==> config.mk <==
export PLATFORM = sky130hd
export DESIGN_NAME = jtgng_ram_rdstream
export DESIGN_NICKNAME = d
export VERILOG_FILES = /design/src/rtl/jtgng_ram_rdstream.sv
export SDC_FILE = /design/constraint.sdc
export NUM_CORES = 1
export LEC_CHECK = 0
export BUFFER_PORTS_ARGS = -buffer_cell sky130_fd_sc_hd__buf_2
export CAP_MARGIN = 25
export CORE_ASPECT_RATIO = 0.6
export CORE_MARGIN = 3
export CORE_UTILIZATION = 40
export CTS_CLUSTER_DIAMETER = 120
export CTS_CLUSTER_SIZE = 14
export DETAILED_ROUTE_END_ITERATION = 8
export HOLD_SLACK_MARGIN = 0.03
export PLACE_DENSITY = 0.62
export SETUP_SLACK_MARGIN = 0.05
export SYNTH_ARGS = -nofsm -noshare
export SYNTH_HDL_FRONTEND = slang
export SYNTH_SLANG_ARGS = --single-unit
==> constraint.sdc <==
create_clock -name clk -period 4.14 [get_ports clk]
set_input_delay 0.414 -clock clk [delete_from_list [all_inputs] [get_ports clk]]
set_output_delay 0.414 -clock clk [all_outputs]
set_load 0.02 [all_outputs]
==> src/rtl/jtgng_ram_rdstream.sv <==
// Streams LEN consecutive words from the B port of the dual-clock RAM into a
// small FIFO and presents them as a valid/ready stream.
module jtgng_ram_rdstream #(
    parameter int DW      = 8,
    parameter int AW      = 10,
    parameter int FIFO_AW = 2
) (
    input  logic          clk,
    input  logic          rst_n,
    input  logic          cen,
    input  logic          start,
    input  logic [AW-1:0] base_addr,
    input  logic [AW:0]   len,
    output logic          busy,
    output logic          done,
    output logic [AW-1:0] ram_addr,
    output logic          ram_rd,
    input  logic [DW-1:0] ram_q,
    output logic [DW-1:0] dout,
    output logic          dout_valid,
    input  logic          dout_ready
);

    localparam logic [FIFO_AW+1:0] DEPTH = (FIFO_AW+2)'(1) << FIFO_AW;

    typedef enum logic [1:0] {IDLE, READ, DRAIN, DONE} state_t;

    state_t               state, state_nx;
    logic [AW-1:0]        addr;
    logic [AW:0]          rd_left, pop_left;
    logic                 inflight;
    logic [DW-1:0]        mem [2**FIFO_AW];
    logic [FIFO_AW-1:0]   wr_ptr, rd_ptr;
    logic [FIFO_AW:0]     count;
    logic [FIFO_AW+1:0]   occ;
    logic                 issue, push, pop;

    // Reserve a FIFO slot for the word still coming back from the RAM.
    assign occ        = {1'b0, count} + {{(FIFO_AW+1){1'b0}}, inflight};
    assign issue      = (state == READ) && (rd_left != '0) && (occ < DEPTH);
    assign push       = inflight;
    assign dout_valid = (count != '0);
    assign pop        = dout_valid && dout_ready;

    assign ram_rd     = issue;
    assign ram_addr   = addr;
    assign busy       = (state == READ) || (state == DRAIN);
    assign done       = (state == DONE);
    assign dout       = dout_valid ? mem[rd_ptr] : '0;

    always_comb begin
        state_nx = state;
        case (state)
            IDLE:  if (start) state_nx = (len == '0) ? DONE : READ;
            READ:  if (issue && rd_left == (AW+1)'(1)) state_nx = DRAIN;
            DRAIN: if (pop_left == '0 || (pop && pop_left == (AW+1)'(1)))
                       state_nx = DONE;
            DONE:  state_nx = IDLE;
            default: state_nx = IDLE;
        endcase
    end

    always_ff @(posedge clk or negedge rst_n) begin
        if (!rst_n) begin
            state    <= IDLE;
            addr     <= '0;
            rd_left  <= '0;
            pop_left <= '0;
            inflight <= 1'b0;
            wr_ptr   <= '0;
            rd_ptr   <= '0;
            count    <= '0;
        end else if (cen) begin
            state    <= state_nx;
            inflight <= issue;
            if (state == IDLE && start) begin
                addr     <= base_addr;
                rd_left  <= len;
                pop_left <= len;
            end else begin
                if (issue) begin
                    addr    <= addr + AW'(1);
                    rd_left <= rd_left - (AW+1)'(1);
                end
                if (pop) pop_left <= pop_left - (AW+1)'(1);
            end
            if (push) wr_ptr <= wr_ptr + FIFO_AW'(1);
            if (pop)  rd_ptr <= rd_ptr + FIFO_AW'(1);
            if (push && !pop)      count <= count + (FIFO_AW+1)'(1);
            else if (pop && !push) count <= count - (FIFO_AW+1)'(1);
        end
    end

    // Storage needs no reset: dout is masked while the FIFO is empty.
    always_ff @(posedge clk) begin
        if (cen && push) mem[wr_ptr] <= ram_q;
    end

endmodule
== Word level (Yosys, flattened, before mapping) ==
Memory sizes are Yosys's and may differ from the RTL's.
Cells that the tools add are included.
Word-level totals
  memory bits (writable): 32
  output and inout bits: 22
  word-level logic and storage cells: 69
  bits of input ports: 34
  memories: 1
  bits in registers: 42
Memories
  mem: words 4, width 8, read ports 1, clocked after Yosys merged registers in 0, wr ports 1, RTL line 32  | logic [DW-1:0] mem [2**FIFO_AW];
Operators by class
  $lt $le $gt $ge: 1
  $add $sub $neg: 8
  equal/unequal tests: 8
  reductions and logical operators: 27
  mux-type cells: 16
Operators with widths (number)
  11-bit 2-to-1 mux: 4
  11-bit by 1-bit == test with 1-bit output (second input constant): 2
  11-bit logical NOT: 2
  11-bit by 1-bit subtractor with 11-bit output (second input constant): 2
  10-bit 2-to-1 mux: 2
  11-bit nonzero test: 1
  10-bit by 1-bit adder with 10-bit output (second input constant): 1
  2-bit AND reduction: 5
  1-bit logical AND: 9
  2-bit 2-to-1 mux: 4
  8-bit 2-to-1 mux: 1
  2-bit case mux with 4 select lines: 1
  3-bit 2-to-1 mux: 2
  2-bit nonzero test: 3
  2-bit by 1-bit adder with 2-bit output (second input constant): 2
  3-bit by 1-bit adder with 4-bit output: 1
  2-bit == test (second input constant): 2
  4-bit by 3-bit less-than comparator with 1-bit output (second input constant): 1
  2-bit by 1-bit inequality test with 1-bit output (second input constant): 2
  4-bit AND reduction: 1
  3-bit by 1-bit adder with 3-bit output (second input constant): 1
  3-bit nonzero test: 1
  3-bit by 1-bit subtractor with 3-bit output (second input constant): 1
  2-bit by 1-bit == test with 1-bit output (second input constant): 1
  other kinds (5): 8

== Depth between registers and ports, before layout ==
  depth after elaboration: 6
  gate-level depth with buffers: 9
  depth with buffers taken out: 8

== Least setup slack after synthesis ==
OpenSTA, ideal clock, no wires.
  kind: register to register
  start: reg count[0]
  end: reg count[2]
  cell stages (with the launch flop): 10
  path buffers: 1
  period minus slack after synthesis: 2.240 ns
  path slack: 1.900 ns
  data required time: 4.017 ns
  arrival time: 2.117 ns
  cells stage by stage: dfrtp_1 -> or3_1 -> clkbuf_1 -> nand2_1 -> ha_1 -> inv_1 -> fa_1 -> xnor2_1 -> nand2_1 -> xnor2_1
On the way
  longest elaborated chain between the ends: 6
  elaborated cells between the ends (all ways): 11
  those cells by class: add/sub: 2; mux: 2; reduce/logical: 7
RTL lines
  start: declaration: RTL line 34  | logic [FIFO_AW:0] count;
  start signal: assignment: RTL line 89  | if (push && !pop) count <= count + (FIFO_AW+1)'(1);
  start signal: assignment: RTL line 90  | else if (pop && !push) count <= count - (FIFO_AW+1)'(1);
  3-bit nonzero test *: RTL line 42  | assign dout_valid = (count != '0);
  named net dout_valid: RTL line 20  | output logic dout_valid,
  1-bit logical AND *: RTL line 43  | assign pop = dout_valid && dout_ready;
  1-bit logical NOT: RTL line 89
  1-bit logical AND: RTL line 89
  2-bit nonzero test (no line)
  2-bit AND reduction (no line)
Mark *: on every way through the listed nets, which the timed path passes. The rest lies on a longest branch. The select of a mux whose other input is x is not followed.
A chain may end at the register's enable or synchronous reset.

== Worst setup path in the final report ==
  start: reg state[1]
  end: out ram_rd
On the way
  longest elaborated chain between the ends: 3
RTL lines
  start: declaration: RTL line 28  | state_t state, state_nx;
  start signal: assignment: RTL line 74  | state <= state_nx;
  2-bit by 1-bit == test with 1-bit output: RTL line 40  | assign issue = (state == READ) && (rd_left != '0) && (occ < DEPTH);
  1-bit logical AND (2 in a row): RTL line 40
  end: declaration: RTL line 17  | output logic ram_rd,
No other way between the ends.

==> impl_metrics.toml <==
[global_routing]
grt_overflow = 0
antenna_found_initial = 0
grt_usage = 0.192
grt_pass1_vias = 3162
grt_max_degree = 43
grt_first_pass_wirelength_mm = 16.8

[cells_and_area]
drive_gt1_frac = 0.221
final_util = 0.499
antenna_cells = 0
areaGrowthSynthToFinish_pct = 18.2
layout.nets = 468

[synth]
yosysSeqAreaShare = 0.506
synth_fp_nets = 415
async_flop_share = 0.568
ys_types = 63
netlist_instances = 363
synth.top_cells.by_area = "dfrtp_1, edfxtp_1, ha_1, mux4_2, a21oi_1"
yosys-top-cells-count = "dfrtp_1, edfxtp_1, nand2_1, nor2_1, a21oi_1"
syn_avg_cell_area_um2 = 11.0
synth-edff-count = 32
synth_flop_cell = "dfrtp_1"
ys_ff_latch = 74
yosys.area.top_type_share = 0.264
synth.most_common_cell = "dfrtp_1"
synth_area_leader_cell = "dfrtp_1"
ys_warn_count = 0
synth_area_um2 = 3980

[placement]
place.gp.congestion = 0.888
io_buffers = 55
place_ws_ps = 1860
dp_hpwl_mm = 7.20

[timing]
min_period_ps = 2480
final-setup-viol-count = 0
drv_slew = 0
rsz0062_at_grt = "no"
skew_ps = 12.7
fin_ws_ps = 1660
relSlewSlack = 0.468
worst_slew_pin_slew_ps = 796
hold_viol_final = 0
period_share = 0.599
max_freq_ghz = 0.403
holdWs_ps = 297
finalSetupTns_ps = 0

[floorplan]
die_w_um = 135
core_area_um2 = 9430
die-area_um2 = 11200
die_h_um = 83.3
initial_utilization = 0.422
rows = 27
io-pin-count = 56

[pwr]
power_density_nw_per_um2 = 739
switching_power_uw = 1410
p_clk_frac = 0.229
vdd_drop_max_v = 0.000324
swShare = 0.407
seq_power_share = 0.370
comb_power_share = 0.401
leakage_uw = 0.00189
p_int_uw = 2060

[worst_setup_path]
path_class = "reg -> out"
crit_path_start_kind = "flip-flop"
critPathArrivalTime_ps = 2070
end_kind = "output port"
critPathMaxFanout = 9
required_ps = 3730

[cts]
cts_setup_buffers = 0
ctsHoldBuffers = 0
cts-buffers-inserted = 9
cts_root_buf = "clkbuf_16"
cts_max_level = 3
ctsResizeCount = 0
cts_max_path_buffers = 2
insertion_delay_ps = 340
cts_sinks = 74
cts_tree = "done"
clk_pin_slew_ps = 60

[drt]
first_pass_iters = 5
drc_errors = 0
ant_nets = 0
vias = 3223
drt-initial-drc-count = 254
wl_per_cell_um = 18.4
drt-vias-per-instance = 5.85
wirelength_mm = 10.2

[hold_path]
worst_hold_path_type = "in -> reg"

[job]
maxCapViolCount = 0

[run_status]
status = "finished, final reports clean"
worst paths after layout:
| kind | from | end | slack, ps | cells past startpoint |
|---|---|---|---|---|
| min in group asynchronous | rst_n | pop_left[0] | 440 | 2 |
| worst max register to register | count[0] | count[2] | 1860 | 8 |
| worst min register to register | pop_left[10] | pop_left[10] | 510 | 1 |
| max in group asynchronous | rst_n | ram_addr[0] | 3260 | 3 |
| worst min-delay path | ram_q[5] | mem[3][5] | 300 | 1 |
| worst max-delay path | state[1] | ram_rd | 1660 | 6 |
per-stage QoR:
stage	cell area, µm²	total power (µW)	instances
6_report	4700	3470	551
5_1_grt	4700	3720	551
4_1_cts	4670	3490	549
3_5_place_dp	4360	2670	533
3_3_place_gp	4360	2640	533
2_1_floorplan	3980	2250	363
metal layers:
| layer | track usage | wire length (µm) | part of all wire | vias to the layer above |
|---|---|---|---|---|
| met3 | 0.0521 | 657 | 0.065 | 15 |
| met5 | 0 | 0 | 0 | - |
| li1 | - | - | - | 1502 |
| met2 | 0.260 | 4260 | 0.42 | 127 |
| met1 | 0.292 | 5110 | 0.50 | 1579 |
| met4 | 0.0656 | 140 | 0.014 | 0 |
registers in the layout, indices dropped and copies added, names as in the netlist:
register and cells:
rd_left 11, ram_addr 10, state 2, rd_ptr 2, count 3, pop_left 11
inflight 1, wr_ptr 2, mem 32
power by group through the flow:
stage | Clock [µW] | Sequential [µW] | Combinational, µW
finish | 796 | 1280 | 1390
global route | 848 | 1330 | 1540
CTS | 814 | 1280 | 1390
detailed placement | 0 | 1290 | 1380
global placement | 0 | 1290 | 1360
floorplan | 0 | 1230 | 1010
cell families (layout without fill, tap and decap cells):
logic type / after synthesis / after routing / synth area share
compound gates: 95 / 95 / 0.164
xor+xnor: 6 / 6 / 0.0132
fa+ha+maj: 18 / 18 / 0.0585
buf+inv: 32 / 90 / 0.0324
flops: 74 / 74 / 0.506
mux: 12 / 12 / 0.0560
simple gates: 126 / 126 / 0.170
critical path: stages (launching register included):
cell,delay (ps)
dfrtp_1,400
inv_1,120
ha_1,200
nor2b_1,310
nand2_2,220
nor2_4,270
buf_2,210
final cells by class:
cell class	instances	area, µm²
clock inverter	4	30.0
fill	839	4720
multi-input combinational	257	1840
timing repair buffer	59	320
inverter	15	56.3
tap	130	163
sequential	74	2010
clock buffer	12	283
placed cells by master (no fill, tap or decap), types with 12 or more instances in the layout:
cell	count
ha_1	17
nand3_1	16
nor3_1	12
o21ai_0	14
nor2_1	25
dfrtp_1	42
inv_1	15
nand2_1	25
edfxtp_1	32
buf_2	55
a21oi_1	19
No activity file was read; power rests on OpenSTA's default activity.
